--- src/rtl/pipe_stage_reg_pkg.sv ---
// Shared types and helpers for pipeline boundary registers.
// The state encoding doubles as the occupancy count.
package pipe_pkg;

    localparam int OCC_W = 2;

    typedef enum logic [OCC_W-1:0] {
        EMPTY = 2'd0,
        ONE   = 2'd1,
        TWO   = 2'd2
    } pipe_state_e;

    // Increment cnt, holding at the largest value representable in w bits (w <= 64).
    function automatic logic [63:0] sat_inc(input logic [63:0] cnt, input int unsigned w);
        logic [63:0] max_v;
        max_v = (w >= 32'd64) ? {64{1'b1}} : ((64'd1 << w) - 64'd1);
        if (cnt >= max_v) begin
            return cnt;
        end else begin
            return cnt + 64'd1;
        end
    endfunction

endpackage

--- src/rtl/pipe_stage_reg_sat_counter.sv ---
// Saturating event counter with synchronous reset and clear.
// Clear has priority over increment; usable for any performance statistic.
module sat_counter
    import pipe_pkg::*;
#(
    parameter int CNT_W = 16
) (
    input  logic             clk,
    input  logic             rset,
    input  logic             inc,
    input  logic             clr,
    output logic [CNT_W-1:0] cnt
);

    logic [CNT_W-1:0] cnt_r;

    // Counter state: reset, clear, saturating increment, or hold.
    always_ff @(posedge clk) begin
        if (rset) begin
            cnt_r <= {CNT_W{1'b0}};
        end else if (clr) begin
            cnt_r <= {CNT_W{1'b0}};
        end else if (inc) begin
            cnt_r <= CNT_W'(sat_inc(64'(cnt_r), CNT_W));
        end else begin
            cnt_r <= cnt_r;
        end
    end

    assign cnt = cnt_r;

endmodule

--- src/rtl/pipe_stage_reg.sv ---
// Pipeline boundary register with valid/ready handshake, optional 2-entry skid,
// same-cycle flush and a saturating back-pressure counter.
module pipe_stage_reg
    import pipe_pkg::*;
#(
    parameter int                DATA_W    = 32,
    parameter int                SKID      = 1,
    parameter logic [DATA_W-1:0] RESET_VAL = {DATA_W{1'b0}},
    parameter int                CNT_W     = 16
) (
    input  logic              clk,
    input  logic              rset,
    input  logic              flush,
    input  logic              in_valid,
    output logic              in_ready,
    input  logic [DATA_W-1:0] in_data,
    output logic              out_valid,
    input  logic              out_ready,
    output logic [DATA_W-1:0] out_data,
    output logic [OCC_W-1:0]  occupancy,
    output logic [CNT_W-1:0]  stall_cnt,
    input  logic              stall_clr
);

    pipe_state_e       state_r;
    logic [DATA_W-1:0] main_r;
    logic [DATA_W-1:0] skid_r;
    logic              in_ready_r;
    logic              in_fire_s;
    logic              out_fire_s;
    logic              stall_s;

    assign out_valid  = (state_r != EMPTY);
    assign occupancy  = state_r;
    assign out_data   = main_r;
    // Without a skid entry, a full stage can only accept when the head leaves.
    assign in_ready   = (SKID != 0) ? in_ready_r : (out_ready | ~out_valid);
    assign in_fire_s  = in_valid & in_ready & ~flush;
    assign out_fire_s = out_valid & out_ready;
    assign stall_s    = out_valid & ~out_ready;

    // Handshake FSM and payload registers; in_ready_r tracks (next state != TWO).
    always_ff @(posedge clk) begin
        if (rset) begin
            state_r    <= EMPTY;
            main_r     <= RESET_VAL;
            skid_r     <= RESET_VAL;
            in_ready_r <= 1'b1;
        end else if (flush) begin
            state_r    <= EMPTY;
            in_ready_r <= 1'b1;
        end else begin
            case (state_r)
                EMPTY: begin
                    if (in_fire_s) begin
                        main_r  <= in_data;
                        state_r <= ONE;
                    end else begin
                        state_r <= EMPTY;
                    end
                    in_ready_r <= 1'b1;
                end
                ONE: begin
                    if (in_fire_s && out_fire_s) begin
                        main_r     <= in_data;
                        state_r    <= ONE;
                        in_ready_r <= 1'b1;
                    end else if (in_fire_s && (SKID != 0)) begin
                        skid_r     <= in_data;
                        state_r    <= TWO;
                        in_ready_r <= 1'b0;
                    end else if (in_fire_s) begin
                        main_r     <= in_data;
                        state_r    <= ONE;
                        in_ready_r <= 1'b1;
                    end else if (out_fire_s) begin
                        state_r    <= EMPTY;
                        in_ready_r <= 1'b1;
                    end else begin
                        state_r    <= ONE;
                        in_ready_r <= 1'b1;
                    end
                end
                TWO: begin
                    if (out_fire_s) begin
                        main_r     <= skid_r;
                        state_r    <= ONE;
                        in_ready_r <= 1'b1;
                    end else begin
                        state_r    <= TWO;
                        in_ready_r <= 1'b0;
                    end
                end
                default: begin
                    state_r    <= EMPTY;
                    in_ready_r <= 1'b1;
                end
            endcase
        end
    end

    sat_counter #(
        .CNT_W (CNT_W)
    ) u_stall_cnt (
        .clk  (clk),
        .rset (rset),
        .inc  (stall_s),
        .clr  (stall_clr),
        .cnt  (stall_cnt)
    );

endmodule

--- config.mk ---
export PLATFORM = sky130hd
export DESIGN_NAME = pipe_stage_reg
export DESIGN_NICKNAME = d
export VERILOG_FILES = /design/src/rtl/pipe_stage_reg_pkg.sv /design/src/rtl/pipe_stage_reg_sat_counter.sv /design/src/rtl/pipe_stage_reg.sv
export SDC_FILE = /design/constraint.sdc
export NUM_CORES = 1
export LEC_CHECK = 0
export CAP_MARGIN = 15
export CORE_MARGIN = 3
export CORE_UTILIZATION = 40
export CTS_CLUSTER_DIAMETER = 80
export DETAILED_ROUTE_END_ITERATION = 16
export PLACE_DENSITY_LB_ADDON = 0.1
export SLEW_MARGIN = 20
export SYNTH_ARGS = -nofsm -noshare
export SYNTH_HDL_FRONTEND = slang
export SYNTH_SLANG_ARGS = --single-unit
--- constraint.sdc ---
create_clock -name clk -period 3.45 [get_ports clk]
set_input_delay 0.69 -clock clk [delete_from_list [all_inputs] [get_ports clk]]
set_output_delay 0.69 -clock clk [all_outputs]
set_load 0.005 [all_outputs]
[After elaboration in Yosys (flattened, before gate mapping)]
Index checks and enable logic that the tools add are counted.
Cells by class
  $add $sub $neg: 1
  magnitude comparators: 1
  equality and inequality tests: 5
  muxes and demuxes: 14
  bitwise logic cells: 8
  reductions and logical operators: 9
Operators with widths (number)
  32-bit two-way mux: 3
  32-bit one-hot mux with 3 select lines: 1
  16-bit by 1-bit adder with 16-bit output, second input constant: 1
  16-bit greater-or-equal comparator, second input constant: 1
  2-bit two-way mux: 3
  2-bit != test, second input constant: 3
  2-bit one-hot mux with 3 select lines: 1
  1-bit two-way mux: 5
  5-bit AND reduction: 1
  1-bit bitwise AND: 4
  1-bit inverter: 4
  4-bit AND reduction: 1
  2-bit OR reduction: 2
  3-bit nonzero test: 1
  2-bit by 1-bit equality test with 1-bit output, second input constant: 1
  2-bit equality test, second input constant: 1
  2-bit zero test: 1
  1-bit one-hot mux with 2 select lines: 1
  2-bit AND reduction: 1
  2-bit nonzero test: 1
  1-bit logical AND: 1
Word-level totals
  register bits: 83
  bits of input ports: 38
  output and inout bits: 52
  logic and storage cells: 43

[Longest topological paths before layout]
Gate-level depths: netlist of the first run.
  word-level depth: 6
  depth in mapped cells: 12
  gate-level depth less buffers: 9

[Cells and area by module]
From an unflattened synthesis of the first run, not the netlist that was laid out.
Second synthesis, totals
  cells, all modules: 412
  area total of the unflattened synthesis: 3762.4 µm²
Modules (own cells, without submodules)
  pipe_stage_reg: instances 1, cells each 318, area an instance 2920.3 µm², seq. area each 1341.3 µm²
  sat_counter: instances 1, cells each 94, area an instance 842.1 µm², seq. area each 320.3 µm²

[Least setup slack after synthesis of the first run]
No wires, ideal clock.
  path kind: reg2reg
  start point: register state_r[0] (netlist: occupancy[0])
  end point: register main_r[10] (netlist: out_data[10])
  setup time: 0.146 ns
  arrival: 1.999 ns
  data required time: 3.304 ns
  slack: 1.305 ns
  stages on the path, launching flop included: 10
  path buffers: 2
  clock period less this slack: 2.145 ns
  path through: dfxtp_1 -> inv_1 -> ha_1 -> buf_2 -> nor2b_4 -> ha_1 -> nor2b_1 -> a2111oi_4 -> buf_4 -> a211oi_2
Between the ends
  word-level cells in the longest chain between the ends: 5
  elaborated cells between the ends (all ways): 12
  classes of those cells: eq/ne: 5; mux: 1; bitwise: 1; reduce/logical: 5
Ends and longest elaborated chain
  start, declared: line pipe_stage_reg.sv:25  | pipe_state_e state_r;
  start signal, assigned: line pipe_stage_reg.sv:45  | state_r <= EMPTY;
  start signal, assigned: line pipe_stage_reg.sv:50  | state_r <= EMPTY;
  start signal, assigned: line pipe_stage_reg.sv:57  | state_r <= ONE;
  2-bit nonzero test: line pipe_stage_reg.sv:33  | assign out_valid = (state_r != EMPTY);
  1-bit bitwise AND: line pipe_stage_reg.sv:39  | assign out_fire_s = out_valid & out_ready;
  1-bit logical AND: line pipe_stage_reg.sv:64  | if (in_fire_s && out_fire_s) begin
  2-bit != test (no line)
  5-bit AND reduction (no line)
  end signal, assigned: line pipe_stage_reg.sv:56  | main_r <= in_data;
  end signal, assigned: line pipe_stage_reg.sv:65  | main_r <= in_data;
  end signal, assigned: line pipe_stage_reg.sv:73  | main_r <= in_data;
  end, declared: line pipe_stage_reg.sv:26  | logic [DATA_W-1:0] main_r;
Parallel ways exist; a longest one is shown, timed or not.
A chain may end at the register's enable or synchronous reset.

[Worst setup path after layout of the first run]
  start point: input flush
  end point: register skid_r[10]
Between the ends
  word-level cells in the longest chain between the ends: 5
Ends and longest elaborated chain
  start, declared: line pipe_stage_reg.sv:13  | input logic flush,
  1-bit inverter (no line) *
  1-bit bitwise AND: line pipe_stage_reg.sv:38  | assign in_fire_s = in_valid & in_ready & ~flush;
  1-bit logical AND: line pipe_stage_reg.sv:64
  1-bit inverter (no line)
  4-bit AND reduction (no line) *
  end signal, assigned: line pipe_stage_reg.sv:69  | skid_r <= in_data;
  end, declared: line pipe_stage_reg.sv:27  | logic [DATA_W-1:0] skid_r;
Mark *: on every way between the ends. The rest lies on a longest branch, timed or not.

==> flow_summary_export.csv, run 1 <==
group,metric,value,unit
outcome,outcome,"finished, final reports clean",
clock_network,cts_repair_resize_count,0,
global_routing,groute.usage.overall,0.166,
global_routing,groute.layer.met1.usage,0.219,
clock_network,cts_buffers,9,
synthesis,synthesis.instances,407,
synthesis,ys_async_sr_fraction,0,
drt,dr_total_vias,3120,
floorplan,num_io_pins,90,
timing,worst_slew_margin_rel,0.344,
clock_network,clock_insertion_delay_worst_skew,0.34,ns
synthesis,post_synth_instance_area,0.00371,mm²
critical_path,worst_ep_required_time,3.72,ns
critical_path,critical_path.endpoint,"skid_r[10]",
clock_network,cts.reportedPaths.clkPinSlew,0.08,ns
critical_path,critPathCaptureType,"register",
critical_path,critical_path_peak_fanout,17,
job,drv_cap,0,
floorplan,die_width,102,µm
drt,antenna_violating_nets_post_route,0,
global_routing,antenna_found_initial,0,
synthesis,synth_top_family_by_area,"compound AO/OA/AOI/OAI gates",
synthesis,synth.mux.area_fraction,0.0891,
power_and_ir_drop,power.leakage,0.00157,µW
floorplan,die_area,0.0105,mm²
drt,detailedRoute.firstPassIterationCount,4,
power_and_ir_drop,vdd_ir_drop_max,0.000249,V
timing,timing_worst_slew_pin_value,0.977,ns
critical_path,crit_start,"flush",
drt,detail_route.vias_per_cell,5.23,
synthesis,synth_compound_area_frac,0.206,
global_routing,groute.layer.met2.usage,0.267,
clock_network,cts-htree-levels,3,
finish,antenna-diode-count,0,
floorplan,die-height,102,µm
clock_network,cts.hold.buffers_added,0,
critical_path,critical_path.reg2reg.startpoint,"occupancy[0]",
timing,final.period_utilization,0.753,
timing,unrepaired_setup_endpoints_after_global_routing,"false",
finish,final_layout_size_suffix_gt1_frac,0.121,
global_routing,grt-ovfl-total,0,
finish,postLayoutCellArea,0.00486,mm²
clock_network,cts_tree,"yes",
placed_design,postPlaceCellArea,0.00465,mm²
timing,report.final.setup_viol,0,
timing,worst_hold_slack_across_all_endpoints,0.456,ns
synthesis,top_flip_flop_cell_by_instance_count_after_synthesis,"sky130_fd_sc_hd__dfxtp_1",
synthesis,synthAdderAreaFrac,0.0236,
timing,finalClockSkew,0.0120,ns
finish,nets,530,
critical_path,r2r_end,"skid_r[10]",
synthesis,post_synth_and_or_nand_nor_area_fraction,0.188,
power_and_ir_drop,powerDensity,411,mW/mm²
synthesis,synthesis.yosys.warnings,0,
synthesis,synth_seq_cells,83,
global_routing,grt_first_pass_wirelength,13800,µm
timing,finalHoldViolations,0,
clock_network,clock_tree.buffer_depth,2,
critical_path,criticalPathCategory,"in -> reg",
critical_path,worstRegToRegCells,10,
drt,wl,8470,µm
critical_path,worst-endpoint-arrival,2.87,ns
timing,fmaxAchievable,385,MHz
floorplan,initial_core_util,0.419,
drt,route.detailed.wl_per_inst,14.2,µm
clock_network,cell_at_the_root_of_the_clock_tree,"sky130_fd_sc_hd__clkbuf_8",
global_routing,grt_most_used_layer,"met2",
finish,syn2layout_area_growth,31.1,%
critical_path,reg2reg_slack,1.02,ns
min_path,worstHoldPathType,"reg -> reg",
synthesis,avg_inst_size_synth,9.11,µm²
global_routing,grt_start_max_net_pins,53,
power_and_ir_drop,power.total,2000,µW
clock_network,clock_sinks,83,
synthesis,synth-xor-area-share,0.00236,
global_routing,global_route.usage.met3,0.0491,
clock_network,cts_setup_buffers,0,
timing,final_max_slew_viol_count,0,
drt,detailedRoute.firstIterationViolations,116,
synthesis,synth_edf_count,0,
drt,drc,0,
synthesis,synth_cell_types,43,
global_routing,via_count_of_the_first_global_routing_pass,2917,
floorplan,placeableCoreArea,0.00885,mm²
critical_path,worst_setup_path_start_kind,"input pin",
placed_design,post-dp-hpwl,5810,µm
timing,finalSetupTns,0,ns
placed_design,io_buffer_count,89,
placed_design,routabilityCongestion,0.774,
synthesis,fraction_of_the_yosys_area_taken_by_sequential_cells,0.448,
timing,timing.final.crit_period,2.60,ns
floorplan,num_rows,34,
synthesis,syn_nets,452,
==> how the worst min path moves through the flow <==
stage                     startpoint          to  slack, ns  cells past startpoint
after floorplan            skid_r[0]   skid_r[0]       0.44                      2
after global placement    skid_r[31]  skid_r[31]       0.44                      2
after detailed placement   skid_r[2]   skid_r[2]       0.45                      2
after CTS                  skid_r[2]   skid_r[2]       0.46                      2
after global routing      skid_r[20]  skid_r[20]       0.47                      2
final                      skid_r[2]   skid_r[2]       0.46                      2
==> critical path: stages <==
cell	delay (ns)
sky130_fd_sc_hd__clkdlybuf4s50_1	0.51
sky130_fd_sc_hd__nor2_1	0.26
sky130_fd_sc_hd__ha_1	0.22
sky130_fd_sc_hd__nand2_1	0.10
sky130_fd_sc_hd__nor2_2	0.52
sky130_fd_sc_hd__buf_4	0.34
sky130_fd_sc_hd__nand2_1	0.08
sky130_fd_sc_hd__a21oi_1	0.13
==> flip-flops by register name (all words and copies together), names as in the netlist <==
signal,flops
u_stall_cnt.cnt,16
occupancy,2
in_ready,1
skid_r,32
out_data,32
==> through the flow <==
step                       util  setup slack (ns)  cells
after global placement    0.526             0.622    582
final                     0.549             0.853    597
after CTS                 0.549             0.846    597
after detailed placement  0.526             0.500    582
after global routing      0.549             0.620    597
after floorplan               -              1.30    407
==> cells by family (layout without fill, tap and decap cells) <==
logic type / Yosys count / in the layout
fa+ha+maj: 7 / 7
mux: 33 / 33
xor+xnor: 1 / 1
compound gates: 96 / 96
flops: 83 / 83
simple gates: 154 / 154
buf+inv: 33 / 115
==> layout by cell type (no fill, tap or decap), types with 6 or more instances in the layout <==
master                            count
sky130_fd_sc_hd__o21ai_0              6
sky130_fd_sc_hd__dfxtp_1             83
sky130_fd_sc_hd__ha_1                 6
sky130_fd_sc_hd__a211oi_2            28
sky130_fd_sc_hd__nand4_1              7
sky130_fd_sc_hd__mux2i_1             33
sky130_fd_sc_hd__clkdlybuf4s50_1     88
sky130_fd_sc_hd__clkbuf_8             9
sky130_fd_sc_hd__buf_4                6
sky130_fd_sc_hd__nand2_1             79
sky130_fd_sc_hd__nor2_1              37
sky130_fd_sc_hd__a21oi_1             43
sky130_fd_sc_hd__or3_1                8
==> Yosys cell counts, types with 2 or more instances <==
master	count	area (µm²)
sky130_fd_sc_hd__ha_1	7	87.6
sky130_fd_sc_hd__nand4_1	7	43.8
sky130_fd_sc_hd__a211oi_2	28	350
sky130_fd_sc_hd__buf_4	3	22.5
sky130_fd_sc_hd__buf_6	3	33.8
sky130_fd_sc_hd__dfxtp_1	83	1660
sky130_fd_sc_hd__nand2_1	79	297
sky130_fd_sc_hd__o31ai_1	5	37.5
sky130_fd_sc_hd__or4_1	3	22.5
sky130_fd_sc_hd__o311ai_0	2	17.5
sky130_fd_sc_hd__mux2i_1	33	330
sky130_fd_sc_hd__a21oi_1	43	215
sky130_fd_sc_hd__or2_2	3	18.8
sky130_fd_sc_hd__nor3_1	2	10.0
sky130_fd_sc_hd__a211oi_1	4	30.0
sky130_fd_sc_hd__nor2b_1	2	12.5
sky130_fd_sc_hd__inv_1	3	11.3
sky130_fd_sc_hd__clkbuf_1	20	75.1
sky130_fd_sc_hd__and3_1	3	18.8
sky130_fd_sc_hd__buf_2	2	10.0
sky130_fd_sc_hd__nor2_1	38	143
sky130_fd_sc_hd__or3_1	8	50.1
sky130_fd_sc_hd__o21ai_0	6	30.0
==> power by group <==
part / switching, µW / internal (µW) / leakage, µW
sequential: 17.3 / 989 / 0.000675
clock: 344 / 403 / 0.000106
combinational: 109 / 134 / 0.000787
==> final cells by class <==
type,instances,area (µm²)
repair buffers,96,951
well taps,108,135
clock inverters,5,78.8
fillers,821,3990
flip-flops and latches,83,1660
multi-input cells,291,1890
inverters,4,15.0
clock buffers,10,128
==> metal layers <==
metal	up-vias	routed length (µm)
met4	0	89
li1	1585	-
met5	-	0
met3	8	307
met1	1467	4020
met2	60	4050
No activity file was read; power rests on OpenSTA's default activity.
==> run 2: changes to the inputs <==
==> constraint.sdc (replaced) <==
create_clock -name clk -period 2.45 [get_ports clk]
set_input_delay 0.49 -clock clk [delete_from_list [all_inputs] [get_ports clk]]
set_output_delay 0.49 -clock clk [all_outputs]
set_load 0.005 [all_outputs]
==> run 2 against run 1 <==
Against the previous run:
- register-to-register slack worse by 0.85 ns
- first-iteration DRC count down 51%
- worst hold slack worse by 0.0010 ns
- sequential power rose by 41%
- clock power up 45%
- sequential share of layout area down 0.55 points
- non-clock buffer count is 4 higher
- via count decreased by 0.26%
- final area increased by 1.6%
- global-route usage is 0.33 points higher
- critical path type is now reg -> reg
- critical path depth up 1
==> flow_summary_export.csv, run 2 (synthesis results as in run 1) <==
group,metric,value,unit
global_routing,grt-ovfl-total,0,
min_path,worstHoldPathType,"reg -> reg",
power_and_ir_drop,swShare,0.225,
global_routing,antenna_found_initial,0,
timing,unrepaired_setup_endpoints_after_global_routing,"true",
power_and_ir_drop,power.leakage,0.00160,µW
power_and_ir_drop,part_of_the_total_power_dissipated_in_sequential_elements,0.498,
drt,top_signal_layer_used,"met4",
power_and_ir_drop,powerDensity,576,mW/mm²
power_and_ir_drop,vdd_ir_drop_max,0.000334,V
placed_design,post-dp-hpwl,5720,µm
global_routing,groute.usage.overall,0.169,
timing,finalSetupTns,0,ns
finish,final_layout_size_suffix_gt1_frac,0.126,
power_and_ir_drop,power.combinational.fraction,0.122,
timing,final.period_utilization,0.930,
drt,detailedRoute.firstPassIterationCount,4,
timing,worst_slew_margin_rel,0.599,
critical_path,critical_path_peak_fanout,42,
timing,timing.final.crit_period,2.28,ns
drt,met2_length,4190,µm
clock_network,cts-htree-levels,3,
power_and_ir_drop,power.internal,2210,µW
finish,mostFrequentLayoutCells,"sky130_fd_sc_hd__clkdlybuf4s50_1 (88), sky130_fd_sc_hd__dfxtp_1 (83), sky130_fd_sc_hd__nand2_1 (79), sky130_fd_sc_hd__a21oi_1 (43), sky130_fd_sc_hd__nor2_1 (37)",
critical_path,crit_start,"occupancy[0]",
drt,route.detailed.wl_per_inst,14.2,µm
clock_network,cts_repair_resize_count,0,
clock_network,clock_sinks,83,
timing,fmaxAchievable,439,MHz
clock_network,cts_buffers,9,
clock_network,cts_setup_buffers,0,
power_and_ir_drop,power.share.clock,0.380,
drt,antenna_violating_nets_post_route,0,
finish,syn2layout_area_growth,33.2,%
critical_path,worst_setup_path_start_kind,"register",
power_and_ir_drop,netSwitchingPower,639,µW
drt,drc,0,
drt,wl_met3,485,µm
critical_path,r2r_end,"out_data[19]",
critical_path,critical_path.reg2reg.startpoint,"occupancy[0]",
timing,finalClockSkew,0.00506,ns
finish,post-route-util,0.558,
placed_design,routabilityCongestion,0.810,
timing,finalHoldViolations,0,
floorplan,num_io_pins,90,
timing,report.final.setup_viol,0,
finish,antenna-diode-count,0,
critical_path,criticalPathCategory,"reg -> reg",
floorplan,die-height,102,µm
drt,detailedRoute.firstIterationViolations,57,
global_routing,grt_start_max_net_pins,50,
clock_network,clock_insertion_delay_worst_skew,0.35,ns
finish,nets,534,
drt,dr_total_vias,3112,
global_routing,via_count_of_the_first_global_routing_pass,3057,
job,drv_cap,0,
global_routing,grt_first_pass_wirelength,14100,µm
critical_path,reg2reg_slack,0.17,ns
finish,layout_commonest_cell,"sky130_fd_sc_hd__clkdlybuf4s50_1",
critical_path,critPathCaptureType,"register",
critical_path,worst_ep_required_time,2.71,ns
placed_design,io_buffer_count,89,
critical_path,worst-endpoint-arrival,2.54,ns
timing,timing_worst_slew_pin_value,0.602,ns
critical_path,worstRegToRegCells,9,
floorplan,die_area,0.0105,mm²
clock_network,clock_tree.buffer_depth,2,
floorplan,num_rows,34,
critical_path,critical_path.endpoint,"out_data[19]",
drt,met1_length,3780,µm
clock_network,cts.reportedPaths.clkPinSlew,0.08,ns
clock_network,cell_at_the_root_of_the_clock_tree,"sky130_fd_sc_hd__clkbuf_8",
drt,wl,8540,µm
timing,final_max_slew_viol_count,0,
drt,detail_route.vias_per_cell,5.19,
floorplan,initial_core_util,0.419,
clock_network,cts.hold.buffers_added,0,
outcome,outcome,"finished, final reports clean",
floorplan,placeableCoreArea,0.00885,mm²
clock_network,cts_tree,"yes",
floorplan,die_width,102,µm
[run 2: cell types whose count changed in the layout (fill, tap and decap cells not counted), sizes merged]
| cell | previous run | this run |
|---|---|---|
| buf | 8 | 12 |
| clkbuf | 10 | 12 |
| clkinv | 3 | 0 |
[run 2: power by group through the flow]
stage / clock network, µW / logic (µW) / registers, µW
after CTS: 1110 / 352 / 1420
after global routing: 1170 / 378 / 1420
after floorplan: 0 / 164 / 1450
after detailed placement: 0 / 349 / 1450
after global placement: 0 / 343 / 1450
final: 1080 / 347 / 1420
[run 2: routing by layer]
metal	track usage	vias to the layer above
met2	0.280	70
met4	0.0494	0
met3	0.0567	8
met5	0	-
li1	-	1599
met1	0.209	1435
[run 2: how the worst min path moves through the flow]
stage | from | end | slack [ns] | cells after the start
after floorplan | skid_r[0] | skid_r[0] | 0.44 | 2
after global placement | skid_r[12] | skid_r[12] | 0.44 | 2
after detailed placement | skid_r[24] | skid_r[24] | 0.45 | 2
after CTS | skid_r[19] | skid_r[19] | 0.46 | 2
after global routing | skid_r[1] | skid_r[1] | 0.47 | 2
final | skid_r[21] | skid_r[21] | 0.45 | 2
[run 2: per-stage QoR]
step,total power (µW),hold slack (ns),setup slack [ns],cell area (µm²),std cells
CTS,2880,0.459,0.160,4940,600
detailed placement,1800,0.447,-0.105,4720,586
floorplan,1610,0.436,0.305,3710,407
finish,2850,0.455,0.172,4940,600
global placement,1790,0.441,-0.0425,4720,586
global route,2970,0.472,-0.00849,4940,600
[run 2: cell type report]
cell class / count / area (µm²)
fill: 826 / 3910
multi-input combinational: 291 / 1890
clock inverter: 2 / 60.1
tap: 108 / 135
inverter: 4 / 15.0
sequential: 83 / 1660
timing repair buffer: 100 / 1020
clock buffer: 12 / 155
[run 2: worst max-delay path, cell delays in order (launching register included)]
cell	delay [ns]
sky130_fd_sc_hd__dfxtp_1	0.38
sky130_fd_sc_hd__inv_1	0.09
sky130_fd_sc_hd__ha_1	0.33
sky130_fd_sc_hd__nor2b_4	0.18
sky130_fd_sc_hd__ha_1	0.16
sky130_fd_sc_hd__nor2b_1	0.06
sky130_fd_sc_hd__a2111oi_4	0.37
sky130_fd_sc_hd__buf_12	0.28
sky130_fd_sc_hd__nor2_1	0.10
sky130_fd_sc_hd__a211oi_2	0.22
